File: config.mk
export PLATFORM = sky130hd
export DESIGN_NAME = soc_clock_gate_ctrl
export DESIGN_NICKNAME = d
export VERILOG_FILES = /design/src/rtl/cg_pkg.sv /design/src/rtl/cg_channel_fsm.sv /design/src/rtl/soc_clock_gate_ctrl.sv
export SDC_FILE = /design/constraint.sdc
export NUM_CORES = 1
export LEC_CHECK = 0
export CORE_ASPECT_RATIO = 1.75
export CORE_MARGIN = 8
export CORE_UTILIZATION = 31
export CTS_CLUSTER_DIAMETER = 120
export CTS_CLUSTER_SIZE = 10
export DETAILED_ROUTE_END_ITERATION = 7
export PLACE_DENSITY = 0.62
export REMOVE_ABC_BUFFERS = 1
export SLEW_MARGIN = 0
export SYNTH_ARGS = -nofsm -noshare
export SYNTH_HDL_FRONTEND = slang
export SYNTH_SLANG_ARGS = --single-unit
File: constraint.sdc
create_clock -name clk_i -period 1.2 [get_ports clk_i]
set_input_delay 0.24 -clock clk_i [delete_from_list [all_inputs] [get_ports clk_i]]
set_output_delay 0.24 -clock clk_i [all_outputs]
set_load 0.02 [all_outputs]
File: src/rtl/cg_pkg.sv
// Shared types and default parameters for the clock-gating controller.
// Auto-idle gating is built only when CG_AUTO_IDLE_EN is defined.
package cg_pkg;

    typedef enum logic [1:0] {
        CG_OFF  = 2'd0,
        CG_WAKE = 2'd1,
        CG_ON   = 2'd2
    } cg_state_e;

    localparam int CG_NUM_CH_DEF      = 4;
    localparam int CG_IDLE_W_DEF      = 8;
    localparam int CG_WAKE_CYCLES_DEF = 2;

endpackage

File: src/rtl/cg_channel_fsm.sv
// One gated-clock channel: OFF/WAKE/ON FSM, wake handshake, and the optional
// idle-timeout auto-gate (compiled in with CG_AUTO_IDLE_EN).
module cg_channel_fsm
    import cg_pkg::*;
#(
    parameter int IDLE_W      = CG_IDLE_W_DEF,
    parameter int WAKE_CYCLES = CG_WAKE_CYCLES_DEF
) (
    input  logic              clk,
    input  logic              rst_n,
    input  logic              req_en,
    input  logic              wake_req,
    input  logic              busy,
    input  logic [IDLE_W-1:0] idle_thresh,
    output logic              ce,
    output logic              wake_ack
);

    localparam int WCNT_W = (WAKE_CYCLES > 1) ? $clog2(WAKE_CYCLES) : 1;
    localparam logic [WCNT_W-1:0] WCNT_LOAD = WCNT_W'(WAKE_CYCLES - 1);

    cg_state_e         state, state_nxt;
    logic [WCNT_W-1:0] wcnt, wcnt_nxt;
    logic              wake_req_q;
    logic              on_ack_q, on_ack_nxt;
    logic              idle_hit;

`ifdef CG_AUTO_IDLE_EN
    logic [IDLE_W-1:0] icnt, icnt_nxt, icnt_inc;

    function automatic logic [IDLE_W-1:0] sat_inc(input logic [IDLE_W-1:0] v);
        return (&v) ? v : v + 1'b1;
    endfunction

    // Compare the value the counter is about to take so the gate lands N+1 cycles after the last busy cycle
    assign icnt_inc = sat_inc(icnt);
    assign idle_hit = (idle_thresh != '0) && !(busy || wake_req) && (icnt_inc == idle_thresh);

    always_comb begin
        icnt_nxt = icnt_inc;
        if (state != CG_ON || state_nxt != CG_ON || busy || wake_req)
            icnt_nxt = '0;
    end

    always_ff @(posedge clk or negedge rst_n) begin
        if (!rst_n) icnt <= '0;
        else        icnt <= icnt_nxt;
    end
`else
    logic unused_idle;
    assign idle_hit    = 1'b0;
    assign unused_idle = ^idle_thresh;
`endif

    always_ff @(posedge clk or negedge rst_n) begin
        if (!rst_n) begin
            state      <= CG_OFF;
            wcnt       <= '0;
            wake_req_q <= 1'b0;
            on_ack_q   <= 1'b0;
        end else begin
            state      <= state_nxt;
            wcnt       <= wcnt_nxt;
            wake_req_q <= wake_req;
            on_ack_q   <= on_ack_nxt;
        end
    end

    always_comb begin
        state_nxt = state;
        wcnt_nxt  = wcnt;
        case (state)
            CG_OFF: begin
                if (req_en && (wake_req || busy)) begin
                    state_nxt = CG_WAKE;
                    wcnt_nxt  = WCNT_LOAD;
                end
            end
            CG_WAKE: begin
                if (!req_en)            state_nxt = CG_OFF;
                else if (wcnt == '0)    state_nxt = CG_ON;
                else                    wcnt_nxt  = wcnt - 1'b1;
            end
            CG_ON: begin
                if (!req_en || idle_hit) state_nxt = CG_OFF;
            end
            default: state_nxt = CG_OFF;
        endcase
        // A request edge while settled in ON is acknowledged one cycle later
        on_ack_nxt = (state == CG_ON) && (state_nxt == CG_ON) && wake_req && !wake_req_q;
    end

    // The wake acknowledge coincides with the final WAKE cycle, whose edge enters ON
    always_comb begin
        ce       = (state != CG_OFF);
        wake_ack = on_ack_q;
        if (state == CG_WAKE && wcnt == '0 && req_en)
            wake_ack = 1'b1;
    end

endmodule

File: src/rtl/soc_clock_gate_ctrl.sv
// Multi-channel clock-gating controller: one FSM and one BUFGCE-style gate per domain.
// Define CG_AUTO_IDLE_EN to enable the per-channel idle-timeout auto-gate.
module soc_clock_gate_ctrl
    import cg_pkg::*;
#(
    parameter int NUM_CH      = CG_NUM_CH_DEF,
    parameter int IDLE_W      = CG_IDLE_W_DEF,
    parameter int WAKE_CYCLES = CG_WAKE_CYCLES_DEF
) (
    input  logic              clk_i,
    input  logic              rst_ni,
    input  logic              scan_cg_en_i,
    input  logic [NUM_CH-1:0] req_en_i,
    input  logic [NUM_CH-1:0] wake_req_i,
    output logic [NUM_CH-1:0] wake_ack_o,
    input  logic [NUM_CH-1:0] busy_i,
    input  logic [IDLE_W-1:0] idle_thresh_i,
    output logic [NUM_CH-1:0] clk_o,
    output logic [NUM_CH-1:0] gated_o
);

    logic [NUM_CH-1:0] ce;

    for (genvar g = 0; g < NUM_CH; g++) begin : g_ch
        logic en_q;

        cg_channel_fsm #(
            .IDLE_W      (IDLE_W),
            .WAKE_CYCLES (WAKE_CYCLES)
        ) u_fsm (
            .clk         (clk_i),
            .rst_n       (rst_ni),
            .req_en      (req_en_i[g]),
            .wake_req    (wake_req_i[g]),
            .busy        (busy_i[g]),
            .idle_thresh (idle_thresh_i),
            .ce          (ce[g]),
            .wake_ack    (wake_ack_o[g])
        );

        // Synchronous-CE buffer: enable captured while the root clock is low, so the output never glitches
        always_ff @(negedge clk_i or negedge rst_ni) begin
            if (!rst_ni) en_q <= 1'b0;
            else         en_q <= ce[g] | scan_cg_en_i;
        end

        assign clk_o[g] = clk_i & en_q;
    end

    assign gated_o = ~ce;

endmodule

======== Yosys cells after proc, flatten, opt, wreduce, memory -nomap -nowiden ========
Index checks and enable logic that the tools add are counted.
operators by class
  eq/ne operators ......................... 20
  mux-type cells .......................... 40
  bitwise operators ....................... 13
  reduce and logical (&&, ||, !) cells .... 48
  add/subtract/negate cells ............... 4
operators by type and width
  operator               number
  $mux W2                16
  $logic_and A1 B1 Y1    24
  $pmux W2 S3            4
  $eq A2 B2 Y1 const B   8
  $mux W1                16
  $reduce_bool A2 Y1     8
  $reduce_and A3 Y1      4
  $eq A2 B1 Y1 const B   4
  $logic_not A2 Y1       4
  $ne A2 B1 Y1 const B   4
  $ne A2 B2 Y1 const B   4
  $pmux W1 S2            4
  $and A1 B1 Y1          4
  $logic_not A1 Y1       4
  $logic_or A1 B1 Y1     4
  $not A1 Y1             4
  $not A4 Y4             1
  $or A1 B1 Y1           4
  $sub A1 B1 Y1 const B  4
storage, ports and cells
  input port bits ......................... 23
  bits in registers ....................... 24
  output and inout port bits .............. 12
  logic and storage cells ................. 145

======== Depth between registers and ports, before layout ========
  word-level depth ........................ 8
  mapped depth ............................ 4
  gate-level depth less buffers ........... 3

======== Modules after synthesis ========
A second synthesis with hierarchy kept.
unflattened totals
  cell total of the unflattened synthesis .. 92
  area total of the unflattened synthesis .. 1031.0 µm²
modules (own cells, without submodules)
  module               sequential area each (µm²)  cells an instance  times used  area an instance (µm²)
  cg_channel_fsm       125.1                       19                 4           216.5
  soc_clock_gate_ctrl  100.1                       16                 1           165.2

==> results by group <==
CTS
  – Clock slew at reported path FFs: 0.09 ns
  – Hold_buf cts: 0
  – CTS tree: done
  – Clk_lat worst skew: 0.39 ns

Critical path
  – Worst setup EP type: primary output
  – Crit path max fanout: 1
  – Critical Setup Path Class: flop to primary output
  – Startpoint types: flop
  – Worst path arrival time: 1.61 ns
  – CP required: 0.96 ns

STA
  – Fin. Hold Viols: 0
  – Max-slew violation count: 0
  – # setup viols final: 20
  – Worst slew margin: 87.3%
  – Final Skew: 0.0265 ns
  – Post-route setup slack: -0.654 ns
  – Slew at the pin closest to its max-slew limit: 0.190 ns
  – RSZ-0062 raised after global routing: yes

Cells and area
  – Multi-input logic area: 462 um^2
  – Final Net Count: 182
  – Most common cell after layout, fill and taps aside: buf_4
  – Synthesis-to-finish area growth: 81.6%
  – Commonest non-fill, non-tap cells in the layout: buf_4 (29), buf_6 (23), dfrtp_1 (19), clkdlybuf4s50_1 (14), clkbuf_8 (8)
  – Fill cell count: 277
  – Storage cell area: 602 um^2
  – Final core utilization: 58.9%
  – Layout cell share with drive strength beyond 1: 49.7%
  – Diode count: 0

Detailed routing
  – DR vias: 894
  – First drt pass iteration count: 5
  – WL final: 2630 um
  – Drt via density: 4.43
  – Post-route ant nets: 0
  – DR iter-0 viols: 11
  – Avg WL per Cell: 13.0 um
  – Post-route DRC: 0

Place
  – Input/output buffers: 26
  – Detailed Place HPWL: 1820 um
  – Global placer's final weighted congestion: 0.794

Floorplan
  – Die area: 5450 um^2
  – Row count: 27
  – Die Wd: 59.4 um
  – Core area: 3140 um^2
  – Io pins: 35
  – Starting Density: 32.5%
  – Die Height: 91.9 um

Global routing
  – Vias in the first global route: 1048
  – Antenna violations before repair: 0
  – Largest net degree at the start of global routing: 14
  – Met2 usage: 17.0%
  – First-pass GRT wire length: 4400 um
  – Grt met3 use: 5.03%
  – Top Usage Layer GRT: met2
  – Total Routing Usage GR: 10.7%
  – M1 GR Usage: 10.1%
  – Global route total overflow: 0

Worst hold path
  – Hold crit path type: primary input to asynchronous set/reset pin

Run status
  – Failing checks: setup timing
  – Outcome: finished with violations

Job
  – Max_cap viols: 0

Synthesis
  – Synth Area in Compound Gates: 13.6%
  – Netlist cell types: 22
  – Register area share after synthesis: 58.9%
  – Synth Area in XOR/XNOR: 0%
  – Mapped cell area: 1020 um^2
  – Post-synthesis adder-cell area fraction: 0%
  – Syn Inst Count: 88
  – Largest family of logic cells by synthesized area: simple AND/OR/NAND/NOR gates
  – Post-synthesis simple-gate area fraction: 24.2%
  – Avg Cell Area, Syn: 11.6 um^2
  – Synth Warn #: 0
  – Mux cell area share after synthesis: 0%
  – #FFs+latches synth: 24

Power and ir drop
  – Leak: 0.911 nW
  – Cell Pwr Density: 1750 nW/um^2
  – VDD IR max: 1030 uV
  – Tot Pwr: 3.24 mW
## registers in the layout, indices dropped and copies added (netlist names)
name                   flops
g_ch.en_q                  4
g_ch.u_fsm.on_ack_q        4
g_ch.u_fsm.state           8
g_ch.u_fsm.wake_req_q      4
g_ch.u_fsm.wcnt            4
## worst paths after layout
| path | startpoint | endpoint | slack, ns | cells after the start |
|---|---|---|---|---|
| setup reg to reg | g_ch[2].u_fsm.state[1] | g_ch[2].en_q | -0.41 | 2 |
| min in group clk_i | wake_req_i[3] | g_ch[3].u_fsm.wake_req_q | 0.35 | 1 |
| max in group asynchronous | rst_ni | g_ch[3].en_q | 0.42 | 2 |
| hold reg to reg | g_ch[1].u_fsm.wake_req_q | g_ch[1].u_fsm.on_ack_q | 0.40 | 1 |
| setup / recovery | g_ch[0].en_q | clk_o[0] | -0.65 | 2 |
| hold / removal | rst_ni | g_ch[1].u_fsm.wcnt | 0.31 | 3 |
## cell families (layout without fill, tap and decap cells)
family | after synthesis | in the layout
simple gates | 39 | 39
buf+inv | 5 | 76
compound gates | 20 | 20
flops | 24 | 24
## routing by layer
layer	part of all wire (%)	routed length [um]	up-vias
li1	-	-	440
met1	38	1000	437
met2	57	1490	13
met3	4.3	113	4
met4	0.95	25	0
met5	0	0	-
## through the flow
step | area [um^2] | TNS [ns] | std cells | hold WS, ns | worst slack, ns
global placement | 1490 | -8.40 | 178 | 0.386 | -0.692
CTS | 1760 | -6.14 | 197 | 0.313 | -0.669
finish | 1850 | -5.94 | 202 | 0.310 | -0.654
floorplan | 990 | -2.16 | 84 | -0.0556 | -0.328
detailed placement | 1490 | -8.74 | 178 | 0.384 | -0.701
global route | 1850 | -6.69 | 202 | 0.310 | -0.699
## power breakdown
part,switching (mW),internal [mW]
Combinational,0.310,0.487
Sequential,0.0664,0.906
Clock,0.553,0.915
Total,0.929,2.31
## Yosys cell counts
master | n | area, um^2
a31o_1 | 1 | 8.76
o21a_1 | 3 | 22.5
nor2b_1 | 3 | 18.8
or3_1 | 4 | 25.0
inv_1 | 1 | 3.75
dfrtn_1 | 4 | 100
dfrtp_1 | 20 | 500
nand3_1 | 2 | 10.0
o21ai_1 | 1 | 5.00
a21o_1 | 3 | 22.5
nor3b_2 | 2 | 25.0
and4b_1 | 1 | 10.0
nor3_1 | 1 | 5.00
nor2_1 | 7 | 26.3
or2_1 | 4 | 25.0
o211a_1 | 4 | 40.0
nand2b_1 | 5 | 31.3
a21oi_1 | 8 | 40.0
nand2_1 | 1 | 3.75
and2_1 | 5 | 31.3
buf_4 | 4 | 30.0
nor2b_2 | 4 | 35.0
## worst max-delay path, cell delays in order, from the launching register on
cell	delay, ns
dfrtn_1	0.39
and2_4	0.13
buf_6	0.11
## cell type report
type                       instances  area share (%)
tap                               43            2.91
clock buffer                      13            8.58
sequential                        24            32.5
timing repair buffer              62            30.9
inverter                           1           0.203
multi-input combinational         59            24.9
## what timing repair did
item | in CTS | in global routing
buffers inserted | 10 | 7
setup endpoints to repair | 20 | 21
pin swaps | 11 | 9
resized for setup | 88 | 17
Power figures use the tool's default switching activity.
